--- src/rtl/sprite_blitter.sv ---
// Sprite blitter: walks a SPR_W x SPR_H sprite ROM and drives the VGA plot port at a run-time origin.
// Optional build macro SPRITE_COLOR_KEY_EN suppresses plots of pixels whose colour equals KEY_COLOR.
module sprite_blitter #(
    parameter int SPR_W         = 16,
    parameter int SPR_H         = 16,
    parameter int WIDTH_X       = 8,
    parameter int WIDTH_Y       = 7,
    parameter int RESOLUTION_X  = 160,
    parameter int RESOLUTION_Y  = 120,
    parameter int COLOR_W       = 3,
    parameter int WIDTH_ADDRESS = $clog2(SPR_W * SPR_H),
    parameter int KEY_COLOR     = 0
) (
    input  logic                     clk,
    input  logic                     resetn,
    input  logic                     start,
    input  logic [WIDTH_X-1:0]       org_x,
    input  logic [WIDTH_Y-1:0]       org_y,
    input  logic                     flip_x,
    output logic                     busy,
    output logic                     done,
    output logic [WIDTH_ADDRESS-1:0] rom_addr,
    input  logic [COLOR_W-1:0]       rom_q,
    output logic [WIDTH_X-1:0]       vga_x,
    output logic [WIDTH_Y-1:0]       vga_y,
    output logic [COLOR_W-1:0]       vga_colour,
    output logic                     vga_plot,
    output logic [2:0]               dbg_state
);

    localparam int CX_W = $clog2(SPR_W);
    localparam int CY_W = (SPR_H > 1) ? $clog2(SPR_H) : 1;

    typedef enum logic [2:0] {
        S_IDLE   = 3'd0,
        S_RUN    = 3'd1,
        S_FLUSH0 = 3'd2,
        S_FLUSH1 = 3'd3,
        S_DONE   = 3'd4
    } state_t;

    state_t            state, state_nxt;
    logic [CX_W-1:0]   cx, cx_nxt;
    logic [CY_W-1:0]   cy, cy_nxt;
    logic              load;
    logic [WIDTH_X-1:0] org_x_q;
    logic [WIDTH_Y-1:0] org_y_q;
    logic              flip_q;

    logic              cx_last, cy_last;
    logic [CX_W-1:0]   sx;
    logic [WIDTH_X:0]  sum_x;
    logic [WIDTH_Y:0]  sum_y;
    logic              in_bounds;
    logic              key_pass;

    logic               s1_valid;
    logic               s1_in;
    logic [WIDTH_X-1:0] s1_x;
    logic [WIDTH_Y-1:0] s1_y;

    assign cx_last   = (cx == CX_W'(SPR_W - 1));
    assign cy_last   = (cy == CY_W'(SPR_H - 1));
    assign dbg_state = state;

    always_ff @(posedge clk or negedge resetn) begin
        if (!resetn) begin
            state   <= S_IDLE;
            cx      <= '0;
            cy      <= '0;
            org_x_q <= '0;
            org_y_q <= '0;
            flip_q  <= 1'b0;
        end else begin
            state <= state_nxt;
            cx    <= cx_nxt;
            cy    <= cy_nxt;
            if (load) begin
                org_x_q <= org_x;
                org_y_q <= org_y;
                flip_q  <= flip_x;
            end
        end
    end

    always_comb begin
        state_nxt = state;
        cx_nxt    = cx;
        cy_nxt    = cy;
        load      = 1'b0;
        busy      = 1'b0;
        done      = 1'b0;
        case (state)
            S_IDLE: begin
                if (start) begin
                    load      = 1'b1;
                    cx_nxt    = '0;
                    cy_nxt    = '0;
                    state_nxt = S_RUN;
                end
            end
            S_RUN: begin
                busy = 1'b1;
                if (cx_last) begin
                    cx_nxt = '0;
                    if (cy_last) begin
                        cy_nxt    = '0;
                        state_nxt = S_FLUSH0;
                    end else begin
                        cy_nxt = cy + 1'b1;
                    end
                end else begin
                    cx_nxt = cx + 1'b1;
                end
            end
            S_FLUSH0: begin
                busy      = 1'b1;
                state_nxt = S_FLUSH1;
            end
            S_FLUSH1: begin
                busy      = 1'b1;
                state_nxt = S_DONE;
            end
            S_DONE: begin
                done      = 1'b1;
                state_nxt = S_IDLE;
            end
            default: state_nxt = S_IDLE;
        endcase
    end

    // Address is forced to 0 outside RUN so a stale flip cannot leak onto the ROM bus.
    assign sx       = flip_q ? (CX_W'(SPR_W - 1) - cx) : cx;
    assign rom_addr = (state == S_RUN)
                    ? (WIDTH_ADDRESS'(sx) + WIDTH_ADDRESS'(cy) * WIDTH_ADDRESS'(SPR_W))
                    : '0;

    // One extra bit keeps the screen sum from wrapping back onto the visible area.
    assign sum_x     = {1'b0, org_x_q} + (WIDTH_X + 1)'(cx);
    assign sum_y     = {1'b0, org_y_q} + (WIDTH_Y + 1)'(cy);
    assign in_bounds = (sum_x < (WIDTH_X + 1)'(RESOLUTION_X)) &&
                       (sum_y < (WIDTH_Y + 1)'(RESOLUTION_Y));

`ifdef SPRITE_COLOR_KEY_EN
    assign key_pass = (rom_q != COLOR_W'(KEY_COLOR));
`else
    assign key_pass = 1'b1;
`endif

    always_ff @(posedge clk or negedge resetn) begin
        if (!resetn) begin
            s1_valid <= 1'b0;
            s1_in    <= 1'b0;
            s1_x     <= '0;
            s1_y     <= '0;
        end else begin
            s1_valid <= (state == S_RUN);
            s1_in    <= in_bounds;
            s1_x     <= sum_x[WIDTH_X-1:0];
            s1_y     <= sum_y[WIDTH_Y-1:0];
        end
    end

    // Stage 2 meets the ROM data, which arrives one cycle after its address.
    always_ff @(posedge clk or negedge resetn) begin
        if (!resetn) begin
            vga_x      <= '0;
            vga_y      <= '0;
            vga_colour <= '0;
            vga_plot   <= 1'b0;
        end else if (s1_valid) begin
            vga_x      <= s1_x;
            vga_y      <= s1_y;
            vga_colour <= rom_q;
            vga_plot   <= s1_in & key_pass;
        end else begin
            vga_plot   <= 1'b0;
        end
    end

endmodule

--- config.mk ---
export PLATFORM = sky130hd
export DESIGN_NAME = sprite_blitter
export DESIGN_NICKNAME = d
export VERILOG_FILES = /design/src/rtl/sprite_blitter.sv
export SDC_FILE = /design/constraint.sdc
export NUM_CORES = 1
export LEC_CHECK = 0
export CAP_MARGIN = 25
export CORE_MARGIN = 1
export CORE_UTILIZATION = 47
export CTS_CLUSTER_DIAMETER = 60
export DETAILED_ROUTE_END_ITERATION = 8
export PLACE_DENSITY = 0.76
export SLEW_MARGIN = 20
export SYNTH_ARGS = -nofsm -noshare
export SYNTH_HDL_FRONTEND = slang
export SYNTH_SLANG_ARGS = --single-unit
--- constraint.sdc ---
create_clock -name clk -period 1.85 [get_ports clk]
set_input_delay 0.185 -clock clk [delete_from_list [all_inputs] [get_ports clk]]
set_output_delay 0.185 -clock clk [all_outputs]
set_load 0.01 [all_outputs]
==> reports/qor.yml <==
yosys.area_share.simple: 0.0922
critical_path_class: "reg -> reg"
fill_cells: 432
grt_pass1_vias: 1959
nets: 338
initial_core_util: 0.500
timing_hold_violations_final: 0
vias: 1962
synthToLayoutAreaGrowth_pct: 35.4
post-route-period-util: 0.967
tritoncts: "yes"
pin_count: 54
drv_slew: 0
slew_headroom: 0.611
synth_xor_area_frac: 0.0401
wl_per_cell_um: 13.8
clk_pin_slew_ns: 0.07
die_area_um2: 6350
cp_data_required_time_ns: 2.10
drt_wl_total_mm: 5.27
gp_congestion: 0.844
pwr_density_cell_nw_per_um2: 1580
h-tree-depth: 3
grt_max_degree: 23
ys_types: 42
rows: 27
grt_overflow: 0
n_antenna_cell: 0
r2r-start: "cx[0]$_DFFE_PN0P_"
synth_top_family_by_area: "multiplexers"
grt_usage: 0.189
port_buffers: 53
reg2reg_to: "s1_in$_DFF_PN0_"
max_cap_viol_count: 0
synthMuxAreaShare: 0.134
synthesis.nets: 261
cts_num_sinks: 63
rsz0062_at_grt: "true"
post-dp-hpwl_mm: 3.78
core_area_um2: 5680
dr.first_iter.drc_count: 66
synthFlopType: "dfrtp_1"
drt_pass1_iterations: 4
dieHeight_um: 79.7
synth_compound_area_frac: 0.0904
ys_ff_latch: 63
synthAdderAreaFrac: 0.0582
whs_ns: 0.376
insertion_delay_ns: 0.34
reg2reg_depth: 6
status: "finished, final reports clean"
endpoint_kind: "flop"
tightest_slew_ns: 0.583
synth.avg_cell_area_um2: 12.5
r2r_slack_ns: 0.06
multi_input_area_um2: 1220
arrival_ns: 2.04
drc: 0
async_reset_ff_frac: 1.00
max_freq_mhz: 559
fin_crit_ns: 1.79
seq_area_frac_synth: 0.556
worst_slack_ns: 0.0603
clockRootBuffer: "clkbuf_8"
layout-drive-gt1-share: 0.275
post-place-ws_ns: -0.0377
die_x_um: 79.7
synth_edf_count: 0
startpoint_type: "flop"
vias_per_cell: 5.15
vdd_drop_max_v: 0.000867
antenna_found_initial: 0
numCtsBuffers: 9
seq_area_um2: 1580
clk_path_buf_depth: 2
hold_path.class: "in -> async"
syn_area_um2: 2840
yosys_warnings: 0
leakage_nw: 1.68
skew_ns: 0.00639
setup_viol_count_final: 0
grt_pass1_wl_mm: 8.91
cp_max_fo: 3
startpoint: "cx[0]$_DFFE_PN0P_"
synth_cells: 227
finalPower_mw: 6.08
final_antenna_net_count: 0
final cells by class:
type | instances | area share
flip-flops and latches | 63 | 0.410
multi-input cells | 150 | 0.318
repair buffers | 74 | 0.183
clock buffers | 10 | 0.0358
well taps | 72 | 0.0234
clock inverters | 6 | 0.0218
inverters | 6 | 0.00716
worst max-delay path: stages (launching register included):
cell	delay [ns]
dfrtp_1	0.39
ha_2	0.20
fa_2	0.37
a211oi_2	0.20
o311ai_1	0.12
mux2_2	0.29
a32oi_1	0.14
cells by family (layout without fill, tap and decap cells):
group	Yosys count	in the layout
flip-flops	63	63
AND/OR/NAND/NOR	51	51
AO/OA/AOI/OAI	40	40
multiplexers	34	34
buffers and inverters	14	96
XOR/XNOR	13	13
adder cells (fa/ha/maj)	12	12
timing repair:
item,in CTS,in global routing
resized for setup,12,11
pin swaps,2,3
hold buffers,1,0
setup buffers,1,0
hold endpoints to repair,20,0
setup endpoints to repair,10,7
cells in the final DEF, fill, tap and decap left out, types with 3 or more instances in the layout:
| master | count |
|---|---|
| o21ai_1 | 4 |
| dfrtp_1 | 63 |
| dlygate4sd2_1 | 5 |
| xor2_1 | 5 |
| ha_1 | 8 |
| clkbuf_8 | 10 |
| and3_1 | 3 |
| nand2_1 | 10 |
| a22o_1 | 4 |
| buf_4 | 18 |
| clkinv_2 | 3 |
| and2_1 | 6 |
| o21ai_0 | 8 |
| nor2_1 | 17 |
| inv_1 | 5 |
| clkdlybuf4s15_1 | 4 |
| xnor2_1 | 8 |
| nand3_1 | 4 |
| clkdlybuf4s50_1 | 43 |
| a21oi_1 | 9 |
| mux2_2 | 33 |
synthesized netlist by cell type (all sizes together) (4+ instances only):
library cell   n  area share
a21oi         11       0.019
a22o           4       0.012
and2           7       0.016
buf            6       0.017
dfrtp         63        0.56
ha            10       0.044
inv            5      0.0066
mux2          33        0.13
nand2         10       0.013
nand3          5      0.0088
nor2          18       0.025
o21ai         12       0.021
xnor2          8       0.025
xor2           5       0.015
state kept, by name, indices dropped and copies added, names as in the netlist:
| register | flops |
|---|---|
| s1_y | 7 |
| vga_colour | 3 |
| org_y_q | 7 |
| vga_x | 8 |
| org_x_q | 8 |
| dbg_state | 3 |
| s1_x | 8 |
| s1_in | 1 |
| vga_y | 7 |
| cx | 4 |
| vga_plot | 1 |
| cy | 4 |
| flip_q | 1 |
| s1_valid | 1 |
metal layers:
| metal | vias up | track usage | wire (um) |
|---|---|---|---|
| met5 | - | 0 | 0 |
| met4 | 0 | 0.0982 | 90 |
| met3 | 9 | 0.0503 | 218 |
| met2 | 54 | 0.302 | 2610 |
| met1 | 945 | 0.235 | 2350 |
| li1 | 954 | - | - |
per-stage QoR:
stage               instances  cell area [um^2]  utilization  setup TNS (ns)
finish                    381              3840        0.677               0
floorplan                 227              2840            -               0
detailed placement        363              3580        0.630         -0.0377
global route              381              3840        0.677         -0.0121
global placement          363              3580        0.630               0
CTS                       381              3810        0.672               0
worst max path at each step:
stage                                  to  depth (start not counted)
final                     s1_in$_DFF_PN0_                          6
after global routing      s1_in$_DFF_PN0_                          6
after detailed placement  s1_in$_DFF_PN0_                          6
after floorplan           s1_in$_DFF_PN0_                          6
after global placement    s1_in$_DFF_PN0_                          6
after CTS                 s1_in$_DFF_PN0_                          6
power by group:
| group | total, mW | switching [mW] | leakage (nW) | internal [mW] |
|---|---|---|---|---|
| sequential | 2.29 | 0.335 | 0.739 | 1.96 |
| combinational | 2.48 | 1.08 | 0.827 | 1.40 |
| clock | 1.30 | 0.515 | 0.116 | 0.789 |
Power figures use the tool's default switching activity.
